==> src/rtl/two_stage_pipeline_unloader_pkg.sv <==
// ---------------------------------------------------------------------------
// two_stage_pkg
// Shared definitions for the two-stage pipeline loader/unloader pair.
//   state_t : 2-bit controller state. S_wait belongs to the loader only and
//             is treated as an illegal code by the unloader.
//   W_DEF   : default half-word width.
// ---------------------------------------------------------------------------
package two_stage_pkg;

    typedef enum logic [1:0] {
        S_idle = 2'b00,
        S_1    = 2'b01,
        S_0    = 2'b10,
        S_wait = 2'b11
    } state_t;

    localparam int unsigned W_DEF = 4;

endpackage

==> src/rtl/two_stage_pipeline_unloader_ctrl.sv <==
// ---------------------------------------------------------------------------
// two_stage_unloader_ctrl
// Handshake controller for the unloader: owns the FSM and the R0-full flag.
// Ports:
//   clk, rst      : clock, asynchronous active-low reset
//   clr           : synchronous flush (highest priority)
//   in_valid      : producer offers a packed word
//   out_ready     : consumer accepts the current half
//   ld_r0         : load R0 from the input this edge
//   xfer          : move R0 into the P1/P0 output stage this edge
//   cnt_inc       : a word's second half is accepted this edge
//   in_ready      : registered, equals ~r0_full
//   out_valid     : registered, a half is being presented
//   out_last      : registered, the presented half is P0
//   state         : current FSM state
// ---------------------------------------------------------------------------
module two_stage_unloader_ctrl
    import two_stage_pkg::*;
(
    input  logic   clk,
    input  logic   rst,
    input  logic   clr,
    input  logic   in_valid,
    input  logic   out_ready,
    output logic   ld_r0,
    output logic   xfer,
    output logic   cnt_inc,
    output logic   in_ready,
    output logic   out_valid,
    output logic   out_last,
    output state_t state
);

    state_t r_state;
    logic   r_r0_full;
    logic   r_in_ready;
    logic   r_out_valid;
    logic   r_out_last;
    logic   w_emit_last;

    // Accept needs R0 empty and transfer needs R0 full, so the two never
    // coincide; clr suppresses all three strobes.
    always_comb begin
        w_emit_last = (r_state == S_0) && out_ready;
        ld_r0       = in_valid && r_in_ready && !clr;
        xfer        = r_r0_full && ((r_state == S_idle) || w_emit_last) && !clr;
        cnt_inc     = w_emit_last && !clr;
    end

    always_ff @(posedge clk or negedge rst) begin
        if (!rst) begin
            r_state     <= S_idle;
            r_r0_full   <= 1'b0;
            r_in_ready  <= 1'b1;
            r_out_valid <= 1'b0;
            r_out_last  <= 1'b0;
        end else if (clr) begin
            r_state     <= S_idle;
            r_r0_full   <= 1'b0;
            r_in_ready  <= 1'b1;
            r_out_valid <= 1'b0;
            r_out_last  <= 1'b0;
        end else begin
            if (ld_r0) begin
                r_r0_full  <= 1'b1;
                r_in_ready <= 1'b0;
            end else if (xfer) begin
                r_r0_full  <= 1'b0;
                r_in_ready <= 1'b1;
            end

            // Outputs are registered from the next state so they line up
            // with the state register.
            case (r_state)
                S_idle: begin
                    if (xfer) begin
                        r_state     <= S_1;
                        r_out_valid <= 1'b1;
                        r_out_last  <= 1'b0;
                    end
                end
                S_1: begin
                    if (out_ready) begin
                        r_state     <= S_0;
                        r_out_valid <= 1'b1;
                        r_out_last  <= 1'b1;
                    end
                end
                S_0: begin
                    if (out_ready) begin
                        if (r_r0_full) begin
                            r_state     <= S_1;
                            r_out_valid <= 1'b1;
                            r_out_last  <= 1'b0;
                        end else begin
                            r_state     <= S_idle;
                            r_out_valid <= 1'b0;
                            r_out_last  <= 1'b0;
                        end
                    end
                end
                default: begin
                    r_state     <= S_idle;
                    r_out_valid <= 1'b0;
                    r_out_last  <= 1'b0;
                end
            endcase
        end
    end

    assign state     = r_state;
    assign in_ready  = r_in_ready;
    assign out_valid = r_out_valid;
    assign out_last  = r_out_last;

endmodule

==> src/rtl/two_stage_pipeline_unloader.sv <==
// ---------------------------------------------------------------------------
// two_stage_pipeline_unloader
// Takes one packed {P1,P0} word into R0 and emits it as two W-bit halves,
// P1 then P0, sustaining one half per cycle when both sides stream.
// Ports:
//   clk, rst   : clock, asynchronous active-low reset
//   clr        : synchronous flush; word_cnt is preserved
//   in_valid / in_ready / in_data    : packed-word input handshake
//   out_valid / out_ready / out_data / out_last : half-word output handshake
//   word_cnt   : words fully emitted, wraps modulo 2^CNT_W
// ---------------------------------------------------------------------------
module two_stage_pipeline_unloader
    import two_stage_pkg::*;
#(
    parameter int unsigned W     = W_DEF,
    parameter int unsigned CNT_W = 8
) (
    input  logic             clk,
    input  logic             rst,
    input  logic             clr,
    input  logic             in_valid,
    input  logic [2*W-1:0]   in_data,
    output logic             in_ready,
    output logic             out_valid,
    output logic [W-1:0]     out_data,
    output logic             out_last,
    input  logic             out_ready,
    output logic [CNT_W-1:0] word_cnt
);

    logic [2*W-1:0]   r_r0;
    logic [W-1:0]     r_p1;
    logic [W-1:0]     r_p0;
    logic [CNT_W-1:0] r_word_cnt;

    logic   w_ld_r0;
    logic   w_xfer;
    logic   w_cnt_inc;
    state_t w_state;

    two_stage_unloader_ctrl u_ctrl (
        .clk       (clk),
        .rst       (rst),
        .clr       (clr),
        .in_valid  (in_valid),
        .out_ready (out_ready),
        .ld_r0     (w_ld_r0),
        .xfer      (w_xfer),
        .cnt_inc   (w_cnt_inc),
        .in_ready  (in_ready),
        .out_valid (out_valid),
        .out_last  (out_last),
        .state     (w_state)
    );

    always_ff @(posedge clk or negedge rst) begin
        if (!rst) begin
            r_r0       <= '0;
            r_p1       <= '0;
            r_p0       <= '0;
            r_word_cnt <= '0;
        end else if (clr) begin
            r_r0 <= '0;
            r_p1 <= '0;
            r_p0 <= '0;
        end else begin
            if (w_ld_r0) begin
                r_r0 <= in_data;
            end
            if (w_xfer) begin
                {r_p1, r_p0} <= r_r0;
            end
            if (w_cnt_inc) begin
                r_word_cnt <= r_word_cnt + CNT_W'(1);
            end
        end
    end

    // P0 is shown only in S_0; otherwise P1 (zero after reset/flush).
    assign out_data = (w_state == S_0) ? r_p0 : r_p1;
    assign word_cnt = r_word_cnt;

endmodule

==> config.mk <==
export PLATFORM = sky130hd
export DESIGN_NAME = two_stage_pipeline_unloader
export DESIGN_NICKNAME = d
export VERILOG_FILES = /design/src/rtl/two_stage_pipeline_unloader_pkg.sv /design/src/rtl/two_stage_pipeline_unloader_ctrl.sv /design/src/rtl/two_stage_pipeline_unloader.sv
export SDC_FILE = /design/constraint.sdc
export NUM_CORES = 1
export LEC_CHECK = 0
export CAP_MARGIN = 20
export CORE_ASPECT_RATIO = 0.9
export CORE_MARGIN = 5
export CORE_UTILIZATION = 48
export CTS_BUF_LIST = sky130_fd_sc_hd__clkbuf_4
export DETAILED_ROUTE_END_ITERATION = 10
export HOLD_SLACK_MARGIN = 0.12
export PLACE_DENSITY_LB_ADDON = 0.2
export SYNTH_ARGS = -nofsm -noshare
export SYNTH_HDL_FRONTEND = slang
export SYNTH_HIERARCHICAL = 1
export SYNTH_SLANG_ARGS = --single-unit
==> constraint.sdc <==
create_clock -name clk -period 1.6 [get_ports clk]
set_input_delay 0.32 -clock clk [delete_from_list [all_inputs] [get_ports clk]]
set_output_delay 0.32 -clock clk [all_outputs]
set_load 0.1 [all_outputs]
## After elaboration in Yosys (flattened, before gate mapping)

Index checks and enable logic that the tools add are counted.

- Word-level logic and storage cells: 57
- Input bits: 13
- Output and inout bits: 15
- Bits in registers: 30

- Equality and inequality tests: 5
- Mux-type cells: 27
- Add/subtract/negate cells: 1
- Reductions and logical operators: 14
- Bitwise logic cells: 1

Operator list:

| kind | number |
|---|---|
| $mux 4 | 5 |
| $mux 8 | 2 |
| $mux 1 | 13 |
| $add 8x1->8 const B | 1 |
| $mux 2 | 4 |
| $logic_and 1x1->1 | 6 |
| $ne 3x3->1 const B | 2 |
| $pmux 1 s3 | 2 |
| $pmux 2 s3 | 1 |
| $reduce_bool 2->1 | 2 |
| $ne 3x2->1 const B | 1 |
| $reduce_and 3->1 | 1 |
| $reduce_bool 3->1 | 1 |
| $eq 2x1->1 const B | 1 |
| $eq 2x2->1 const B | 1 |
| $logic_not 2->1 | 1 |
| $reduce_and 2->1 | 1 |
| $logic_not 1->1 | 1 |
| $logic_or 1x1->1 | 1 |
| $not 1->1 | 1 |

## Logic depth before layout (Yosys ltp)

Gate-level depths: netlist (run 1).

- Depth after elaboration: 8
- Gate-level depth with buffers: 6
- Gate-level depth less buffers: 5

## Cells and area by module

The synthesis (run 1) kept the hierarchy.

Modules (own cells, without submodules):

| module | sequential area each (µm²) | times used | cells each | area each (µm²) |
|---|---|---|---|---|
| two_stage_pipeline_unloader | 600.6 | 1 | 85 | 1067.3 |
| two_stage_unloader_ctrl | 151.4 | 1 | 35 | 345.3 |

## Worst setup path after synthesis (run 1)

Ideal clock, no wire load.

- Path kind: register to register
- Start point: reg r_word_cnt[0], in the netlist word_cnt[0]
- End point: reg r_word_cnt[6], in the netlist word_cnt[6]
- Buffers on the path: 0
- Path slack: -0.205 ns
- Required time: 1.438 ns
- Cell stages (with the launch flop): 5
- Arrival: 1.643 ns
- Library setup time: 0.162 ns
- Period minus slack after synthesis: 1.805 ns
- Cell sequence: dfrtp_1 -> ha_1 -> nand3b_4 -> nor3_2 -> xor2_1

- Word-level cells in the longest chain between the ends: 1

Ends and longest elaborated chain:

| item | RTL line | source |
|---|---|---|
| start: declaration | two_stage_pipeline_unloader.sv:34 | `logic [CNT_W-1:0] r_word_cnt;` |
| start signal: assignment | two_stage_pipeline_unloader.sv:74 | `r_word_cnt <= r_word_cnt + CNT_W'(1);` |
| $add 8x1->8 | two_stage_pipeline_unloader.sv:74 |  |

Every way passes these cells.
A chain may end at the register's enable or synchronous reset.

## Worst setup path after layout (run 1)

- Start point: reg u_ctrl.r_state[0], in the netlist u_ctrl/state[0]
- End point: out out_data[3]

- Word-level cells in the longest chain between the ends: 2

Ends and longest elaborated chain:

| item | RTL line | source |
|---|---|---|
| start: declaration | two_stage_pipeline_unloader_ctrl.sv:34 | `state_t r_state;` |
| start signal: assignment | two_stage_pipeline_unloader_ctrl.sv:52 | `r_state <= S_idle;` |
| start signal: assignment | two_stage_pipeline_unloader_ctrl.sv:58 | `r_state <= S_idle;` |
| start signal: assignment | two_stage_pipeline_unloader_ctrl.sv:96 | `r_state <= S_idle;` |
| $eq 2x2->1 | two_stage_pipeline_unloader.sv:80 | `assign out_data = (w_state == S_0) ? r_p0 : r_p1;` |
| $mux 4 | two_stage_pipeline_unloader.sv:80 |  |
| end: declaration | two_stage_pipeline_unloader.sv:25 | `output logic [W-1:0] out_data,` |

Every way passes these cells.

==> metrics.txt, run 1 <==
result of the run complete, but fails checks; violated checks setup timing; final layout net count 180; Psw 564.7 uW; combinational family with the most area after synthesis simple AND/OR/NAND/NOR gates; drt drc 0; wire length after detailed routing 2.912 mm; Reg2Reg Setup Slack 0.08 ns; post-route clock skew 0.009150 ns; # placed instances 199; number of diodes 0; clock latency at the later pin of the worst-skew pair 0.34 ns; CP bufs+invs 1; setup-violating endpoint count in the final report 4; Clock Power Share 0.260; Worst slew margin 0.7496; Initial Utilization 0.5058; IO Count 28; peak supply drop 0.4664 mV; Maximum Capacitance Violations 0; setup slack after layout -0.2084 ns; RSZ-0062 raised after global routing yes; Worst Max-Slew Pin Slew 0.3756 ns; highest cell delay on the worst timing path 0.43 ns; post-synthesis compound-gate area fraction 0.05137; simple logic cell fraction of the synthesized area 0.1771; number of buffers created by CTS 5; worst flop-to-flop path startpoint u_ctrl/state[0]; Mapped Cells 120; worst hold margin 0.3594 ns; Post-Synthesis Cell Area 1413 um2; detailed-route vias per instance 5.053; proportion of synthesized area in mux cells 0.1532; part of the Yosys area used for sequential elements 0.5323; Crit Path Class reg -> out; number of flops mapped to enable cells by yosys 0; fraction of power spent switching nets 0.3327; Yosys cell types 36; largest delay contributor family on the critical path flip-flops; synthesized-area fraction occupied by adder cells 0.008857; half-perimeter wire length after detailed placement 2.160 mm; post-route clock period utilization 1.130; share of layout cells above drive strength 1 0.3713; Die Height 61.47 um; overall die width 67.19 um; GR Util All Layers 0.1773; area of the core 2793 um2; power density over the cells 807.9 nW/um2; Seq cells post-synth 30; post-route design area 2101 um2; sequential power share 0.494; share of the synthesized netlist area taken by xor and xnor gates 0.04340; worst min-delay path category in -> async; overflow left after global routing 0; Max Clk Rate 553.0 MHz; worst setup slack after placement -0.2176 ns; Design Power 1.697 mW; number of nets in the synthesized netlist 134; RePlAce Congestion 0.8155; data required time at the worst endpoint 1.28 ns; Comb pwr share 0.246; floorplan row count 18; commonest non-fill, non-tap cells in the layout 23 x sky130_fd_sc_hd__dfrtp_1, 19 x sky130_fd_sc_hd__nor2_1, 16 x sky130_fd_sc_hd__mux2i_1, 16 x sky130_fd_sc_hd__buf_4, 15 x sky130_fd_sc_hd__buf_12; Clock transition at path regs 0.10 ns; total number of vias 1046; Detailed Route Iter0 Violations 38; Final Hold Violating Endpoints 0; Post-synth ARST share 1.000; worst reg2reg path depth 6; floorplan die area 4130 um2; Detailed Routing Iterations Pass 1 4; commonest non-fill, non-tap cell in the layout sky130_fd_sc_hd__dfrtp_1; Layout Area Growth over Synthesis 48.72%; number of buffer cells added on primary ports 27; pin count of the biggest net entering global routing 31; Antenna Nets Post-Route 0; internal portion of total power 1.132 mW; Avg Cell Area, Syn 11.77 um2; worst-path maximum fanout 4; clock root buffer sky130_fd_sc_hd__clkbuf_4; number of clock sinks 30; TritonCTS clock tree done; maximum number of buffers from clock root to sink 2; cell with the biggest individual delay on the critical path sky130_fd_sc_hd__dfrtp_1; Crit Reg-Reg Endpoint r_p1[0]; number of levels the H-tree was split into 2; number of warning messages in the yosys log 6; number of global-route vias before repair 1131; Leakage 0.9457 nW; cells along the critical path nor2b_4 -> mux2_4 -> buf_12; Final Non-Filler Cells 207; Placement Cell Area 2001 um2; count of fill cells added during filler insertion 214; most common flop cell mapped by yosys sky130_fd_sc_hd__dfrtp_1; detailed-route wire length per cell 14.07 um; final-report max-slew violation count 0; kind of launch point of the worst setup path flop; data arrival at the endpoint of the critical path 1.49 ns; endpoint type of the worst setup path output pin; global-route wire length before repair 5.195 mm; number of antenna violations at the first check in global routing 0; minimum clock period after layout 1.808 ns
[flip-flops by register name, summed over array words and instances, names as in the netlist]
register	flops
u_ctrl/state	2
u_ctrl/r_r0_full	1
r_r0	8
r_p1	4
r_p0	4
u_ctrl/in_ready	1
word_cnt	8
u_ctrl/out_valid	1
u_ctrl/out_last	1
[metrics by stage]
| step | utilization | TNS, ns |
|---|---|---|
| after floorplan | - | 0 |
| after global placement | 0.7164 | -3.372 |
| after detailed placement | 0.7164 | -4.338 |
| after CTS | 0.7455 | -1.094 |
| after global routing | 0.7522 | -1.163 |
| final | 0.7522 | -0.8155 |
[kinds of logic after synthesis]
group | Yosys count
AOI/OAI and AO/OA | 10
xor gates and xnor gates | 7
adders and majority gates | 1
buffers and inverters | 8
DFF | 30
muxes | 21
and+or+nand+nor | 43
[layout make-up]
| cell class | count | area (um2) | share of cell area |
|---|---|---|---|
| flip-flops and latches | 30 | 763.2 | 0.3633 |
| multi-input cells | 82 | 668.1 | 0.3180 |
| repair buffers | 44 | 554.3 | 0.2638 |
| well taps | 40 | 50.05 | 0.02382 |
| clock buffers | 5 | 37.54 | 0.01787 |
| clock inverters | 3 | 16.27 | 0.007743 |
| inverters | 3 | 11.26 | 0.005360 |
[synth_stat cells, types with 2 or more instances]
cell type,n,area [um2]
sky130_fd_sc_hd__nor2_1,19,71.32
sky130_fd_sc_hd__mux2i_1,16,160.2
sky130_fd_sc_hd__or2_1,2,12.51
sky130_fd_sc_hd__a21oi_1,3,15.01
sky130_fd_sc_hd__xor2_1,3,26.28
sky130_fd_sc_hd__and3_1,2,12.51
sky130_fd_sc_hd__buf_6,2,22.52
sky130_fd_sc_hd__nand2b_1,3,18.77
sky130_fd_sc_hd__mux2_2,5,56.30
sky130_fd_sc_hd__xnor2_1,4,35.03
sky130_fd_sc_hd__o311ai_1,2,17.52
sky130_fd_sc_hd__buf_2,2,10.01
sky130_fd_sc_hd__inv_1,2,7.510
sky130_fd_sc_hd__nand2_1,3,11.26
sky130_fd_sc_hd__dfrtp_1,29,725.7
sky130_fd_sc_hd__nand3_1,3,15.01
[power groups by stage]
stage | registers (mW) | clock network (mW) | logic, mW
global route | 0.845 | 0.502 | 0.442
CTS | 0.838 | 0.456 | 0.418
global placement | 0.849 | 0 | 0.405
finish | 0.839 | 0.441 | 0.417
floorplan | 0.976 | 0 | 0.102
detailed placement | 0.853 | 0 | 0.414
[timing repair]
| action | 4_1_cts | 5_1_grt |
|---|---|---|
| pin swaps | 0 | 2 |
| hold buffers | 0 | 0 |
| gates resized for setup | 5 | 8 |
| setup endpoints to repair | 4 | 22 |
| setup buffers | 1 | 0 |
[layer usage]
layer	track usage	share of wire	vias up	routed length, um
met5	0	0	-	0
met4	0.08671	0.019	0	55
met3	0.06934	0.049	6	144
met2	0.2773	0.48	21	1394
met1	0.2158	0.45	511	1318
li1	-	-	508	-
[how the worst max path moves through the flow]
stage                    startpoint     endpoint  slack (ns)  cells after the start
global placement                clr      r_r0[3]       -0.19                      5
finish              u_ctrl/state[0]  out_data[3]       -0.21                      3
CTS                 u_ctrl/state[0]  out_data[3]       -0.28                      4
detailed placement              clr      r_r0[5]       -0.22                      5
global route        u_ctrl/state[0]  out_data[3]       -0.29                      3
floorplan               word_cnt[6]  word_cnt[7]       0.005                      3
(Power assumes the default switching activity.)
==> inputs of run 2 (changes only) <==
- CORE_MARGIN: 5 -> 2
- RECOVER_POWER: default -> 50
==> metrics.txt, run 2 (synthesis gave the netlist of run 1 again) <==
result of the run complete, but fails checks; violated checks setup timing; post-route setup TNS -0.7714 ns (+0.04408 ns); Clock transition at path regs 0.09 ns (about the same); commonest non-fill, non-tap cell in the layout sky130_fd_sc_hd__dfrtp_1; cell with the biggest individual delay on the critical path sky130_fd_sc_hd__dfrtp_1; GR Util All Layers 0.1955 (+0.01820); data arrival at the endpoint of the critical path 1.48 ns (about the same); number of clock sinks 30 (unchanged); worst hold margin 0.5317 ns (+0.1723 ns); Design Power 1.685 mW (-0.74%); cells along the critical path nor2b_1 -> buf_4 -> mux2_4 -> buf_12; half-perimeter wire length after detailed placement 2.111 mm (-2.2%); setup-violating endpoint count in the final report 4 (unchanged); number of global-route vias before repair 1046 (-7.5%); worst-path maximum fanout 4 (unchanged); Initial Utilization 0.5099 (+0.004112); floorplan die area 3394 um2 (-18%); Max Clk Rate 556.1 MHz (+0.57%); worst min-delay path category reg -> reg; Crit Path Class reg -> out; drt drc 0 (unchanged); post-route clock skew 0.007940 ns (-0.001210 ns); Layout Area Growth over Synthesis 44.64%; clock root buffer sky130_fd_sc_hd__clkbuf_4; Leakage 0.9364 nW (-0.99%); overflow left after global routing 0 (unchanged); number of diodes 0 (unchanged); detailed-route wire length per cell 14.36 um (+2.1%); number of antenna violations at the first check in global routing 0 (unchanged); Worst slew margin 0.5117 (-0.2379); CP bufs+invs 2 (+1); RSZ-0062 raised after global routing yes; number of buffer cells added on primary ports 27 (unchanged); setup slack after layout -0.1982 ns (+0.01028 ns); post-route clock period utilization 1.124 (-0.006426); clock latency at the later pin of the worst-skew pair 0.32 ns (-0.02 ns); floorplan row count 18 (unchanged); area of the core 2770 um2 (-0.81%); TritonCTS clock tree done; RePlAce Congestion 0.7635 (-6.4%); largest delay contributor family on the critical path flip-flops; Layout Utilization 0.7376 (-0.01466); power density over the cells 824.5 nW/um2 (+2.1%); Final Hold Violating Endpoints 0 (unchanged); global-route wire length before repair 4.954 mm (-4.6%); highest cell delay on the worst timing path 0.38 ns (-0.05 ns); commonest non-fill, non-tap cells in the layout 23 x sky130_fd_sc_hd__dfrtp_1, 19 x sky130_fd_sc_hd__nor2_1, 16 x sky130_fd_sc_hd__mux2i_1, 13 x sky130_fd_sc_hd__buf_12, 12 x sky130_fd_sc_hd__buf_4; overall die width 61.19 um (-8.9%); peak supply drop 0.6155 mV (+32%); Antenna Nets Post-Route 0 (unchanged); wire length after detailed routing 2.929 mm (+0.58%); IO Count 28 (unchanged); kind of launch point of the worst setup path flop; minimum clock period after layout 1.798 ns (-0.01028 ns); final-report max-slew violation count 0 (unchanged); endpoint type of the worst setup path output pin; Die Height 55.47 um (-9.8%); Detailed Route Iter0 Violations 31 (-18%); Worst Max-Slew Pin Slew 0.7325 ns (+0.3569 ns); number of buffers created by CTS 5 (unchanged); total number of vias 1023 (-2.2%); maximum number of buffers from clock root to sink 2 (unchanged); data required time at the worst endpoint 1.28 ns (about the same); share of layout cells above drive strength 1 0.3415 (-0.02979); detailed-route vias per instance 5.015 (-0.76%); Detailed Routing Iterations Pass 1 4 (unchanged); worst setup slack after placement -0.2899 ns (-0.07236 ns); pin count of the biggest net entering global routing 31 (unchanged); Maximum Capacitance Violations 0 (unchanged); number of levels the H-tree was split into 2 (unchanged); Post-CTS Hold Fix Bufs 0 (unchanged); final layout net count 177 (-1.7%)
-- run 2: changes by cell type in the layout (fill, tap and decap cells not counted), sizes merged --
cell           change
buf                -5
clkbuf             +4
clkdlybuf4s50      -1
clkinv             -1
clkinvlp           -1
dlygate4sd3        +2
dlymetal6s2s       -1
-- run 2: cell type report --
| cell class | count | area, um2 |
|---|---|---|
| flip-flops and latches | 30 | 763.2 |
| fillers | 197 | 726.9 |
| multi-input cells | 82 | 663.1 |
| repair buffers | 41 | 499.2 |
| clock buffers | 7 | 52.55 |
| well taps | 40 | 50.05 |
| inverters | 3 | 11.26 |
| clock inverters | 1 | 3.754 |
-- run 2: final timing paths --
check | cells past startpoint | to | startpoint | slack (ns)
worst max-delay path | 4 | out_data[3] | u_ctrl/state[0] | -0.20
worst min-delay path | 2 | r_r0[4] | r_r0[4] | 0.53
worst max register to register | 4 | word_cnt[1] | u_ctrl/state[0] | 0.07
worst min register to register | 2 | r_r0[4] | r_r0[4] | 0.53
max in group asynchronous | 2 | word_cnt[0] | rst | 0.49
min in group asynchronous | 2 | word_cnt[7] | rst | 0.59
-- run 2: what timing repair did --
| item | 4_1_cts | 5_1_grt |
|---|---|---|
| buffers inserted | 2 | 0 |
| endpoints found under the setup margin | 4 | 20 |
| gates resized for setup | 6 | 5 |
| pin swaps | 2 | 2 |
-- run 2: layer usage --
layer / up-vias / global-route usage / share of wire
met5: - / 0 / 0
met2: 18 / 0.2964 / 0.49
li1: 497 / - / -
met1: 508 / 0.2738 / 0.46
met4: 0 / 0.03727 / 0
met3: 0 / 0.06557 / 0.043
-- run 2: power breakdown --
part,internal (mW),total [mW],switching [mW]
logic,0.156,0.402,0.245
clock network,0.203,0.448,0.246
registers,0.796,0.835,0.0392
-- run 2: through the flow --
stage	instances	area, um2
detailed placement	195	1971
finish	204	2043
CTS	205	2067
global route	204	2043
global placement	195	1971
floorplan	120	1439
-- run 2: worst min-delay path, delay by kind of cell, from the launching register on --
kind	cells	cell delay (ns)
DFF	1	0.36
and+or+nand+nor	1	0.08
muxes	1	0.07
==> inputs of run 3 (changes only) <==
- CORE_UTILIZATION: 48 -> 40
==> metrics.txt, run 3 (synthesis gave the netlist of run 1 again) <==
result of the run complete, but fails checks; violated checks setup timing; footprint of the flip-flops and latches 763.2 um2 (unchanged); Reg2Reg Setup Slack 0.05 ns (-0.02 ns); multi-input logic area 665.6 um2 (+0.38%); clock latency at the later pin of the worst-skew pair 0.34 ns (+0.02 ns); total number of vias 1042 (+1.9%); kind of launch point of the worst setup path flop; data required time at the worst endpoint 1.28 ns (about the same); RePlAce Congestion 0.8141 (+6.6%); worst hold margin 0.5284 ns (-0.003300 ns); area of the core 3378 um2 (+22%); drt drc 0 (unchanged); global routing usage on met3 0.07050 (+0.004927); Max Clk Rate 546.7 MHz (-1.7%); clock root buffer sky130_fd_sc_hd__clkbuf_4; Comb pwr share 0.247 (+0.009); detailed-route vias per instance 4.938 (-1.5%); RSZ-0062 raised after global routing yes; number of buffers created by CTS 5 (unchanged); setup-violating endpoint count in the final report 4 (unchanged); half-perimeter wire length after detailed placement 2.049 mm (-3.0%); number of diodes 0 (unchanged); floorplan row count 20 (+2); final-report max-slew violation count 0 (unchanged); post-route clock period utilization 1.143 (+0.01935); overall die width 66.64 um (+8.9%); Leakage 0.9571 nW (+2.2%); IO Count 28 (unchanged); endpoint type of the worst setup path output pin; data arrival at the endpoint of the critical path 1.51 ns (+0.03 ns); Worst Max-Slew Pin Slew 0.7327 ns (+0.0001784 ns); Clock Power Share 0.258 (-0.008); overflow left after global routing 0 (unchanged); maximum number of buffers from clock root to sink 2 (unchanged); number of global-route vias before repair 1045 (-0.096%); worst setup slack after placement -0.2620 ns (+0.02791 ns); met2 routing resource usage after global routing 0.2871 (-0.009210); Die Height 60.38 um (+8.9%); minimum clock period after layout 1.829 ns (+0.03096 ns); Detailed Route Iter0 Violations 45 (+45%); pin count of the biggest net entering global routing 31 (unchanged); wire length after detailed routing 2.915 mm (-0.48%); met1 Usage GRT 0.1780 (-0.09583); Psw 541.1 uW (+2.1%); count of fill cells added during filler insertion 283 (+44%); power density over the cells 802.6 nW/um2 (-2.7%); commonest non-fill, non-tap cell in the layout sky130_fd_sc_hd__dfrtp_1; sequential power share 0.495 (about the same); # placed instances 201 (+3.1%); worst min-delay path category reg -> reg; number of antenna violations at the first check in global routing 0 (unchanged); number of clock sinks 30 (unchanged); Crit Path Class reg -> out; Antenna Nets Post-Route 0 (unchanged); Worst slew margin 0.5116 (about the same); Final Non-Filler Cells 211 (+3.4%); share of layout cells above drive strength 1 0.3653 (+0.02381); global-route wire length before repair 4.747 mm (-4.2%); peak supply drop 0.4341 mV (-29%); Initial Utilization 0.4181 (-0.09179); final layout net count 181 (+2.3%); worst reg2reg path depth 4 (unchanged); Detailed Routing Iterations Pass 1 4 (unchanged); layer with the highest usage after global routing met2; number of buffer cells added on primary ports 27 (unchanged); post-route clock skew 0.007283 ns (-0.0006564 ns); Post-CTS Hold Fix Bufs 0 (unchanged); GR Util All Layers 0.1649 (-0.03059); worst-path maximum fanout 4 (unchanged); floorplan die area 4023 um2 (+19%); Layout Area Growth over Synthesis 48.72%; setup slack after layout -0.2291 ns (-0.03096 ns); Hold Path Stages 1 (-1); Final Hold Violating Endpoints 0 (unchanged); TritonCTS clock tree done; internal portion of total power 1.145 mW (-0.84%); number of levels the H-tree was split into 2 (unchanged); fraction of power spent switching nets 0.3209 (+0.006344); Maximum Capacitance Violations 0 (unchanged); detailed-route wire length per cell 13.82 um (-3.8%); Clock transition at path regs 0.09 ns (about the same); post-route setup TNS -0.9054 ns (-0.1341 ns); commonest non-fill, non-tap cells in the layout 23 x sky130_fd_sc_hd__dfrtp_1, 19 x sky130_fd_sc_hd__nor2_1, 16 x sky130_fd_sc_hd__buf_4, 15 x sky130_fd_sc_hd__mux2i_1, 15 x sky130_fd_sc_hd__buf_12
## run 3: path summary, 6_finish.rpt
check / from / end
worst min-delay path: word_cnt[0] / word_cnt[0]
worst max-delay path: u_ctrl/state[1] / out_data[3]
worst max register to register: u_ctrl/state[0] / word_cnt[1]
max in group asynchronous: rst / word_cnt[5]
min in group asynchronous: rst / word_cnt[1]
worst min register to register: word_cnt[0] / word_cnt[0]
## run 3: power groups by stage
stage                     combinational [mW]  sequential, mW  clock, mW
after floorplan                        0.102           0.976          0
after global placement                 0.412           0.851          0
after detailed placement               0.419           0.852          0
after CTS                              0.428           0.835      0.452
after global routing                   0.437           0.842      0.489
final                                  0.417           0.835      0.435
## run 3: metrics by stage
step	area, um2	total power [mW]	util
6_report	2101	1.686	0.6219
5_1_grt	2101	1.768	0.6219
4_1_cts	2100	1.715	0.6215
3_5_place_dp	2016	1.271	0.5967
3_3_place_gp	2016	1.263	0.5967
2_1_floorplan	1439	1.078	-
## run 3: per-layer routing
layer / vias to the layer above / wire [um]
li1: 506 / -
met1: 508 / 1227
met2: 23 / 1447
met3: 5 / 185
met4: 0 / 53
met5: - / 0
## run 3: worst max-delay path, stage by stage (launching register included)
cell                      delay [ns]
sky130_fd_sc_hd__dfrtp_1        0.39
sky130_fd_sc_hd__nor2b_1        0.13
sky130_fd_sc_hd__buf_4          0.16
sky130_fd_sc_hd__mux2_4         0.32
sky130_fd_sc_hd__buf_12         0.17
## run 3: area by class of cell
class                      count  share of cell area
sequential                    30              0.3633
multi-input combinational     82              0.3169
timing repair buffer          45              0.2650
tap                           44             0.02621
clock buffer                   6             0.02144
inverter                       3            0.005360
clock inverter                 1            0.001787
## run 3: what timing repair did
action	in CTS	in global routing
gates resized for setup	5	5
setup endpoints to repair	4	17
pin swaps	1	3
setup buffers	2	3
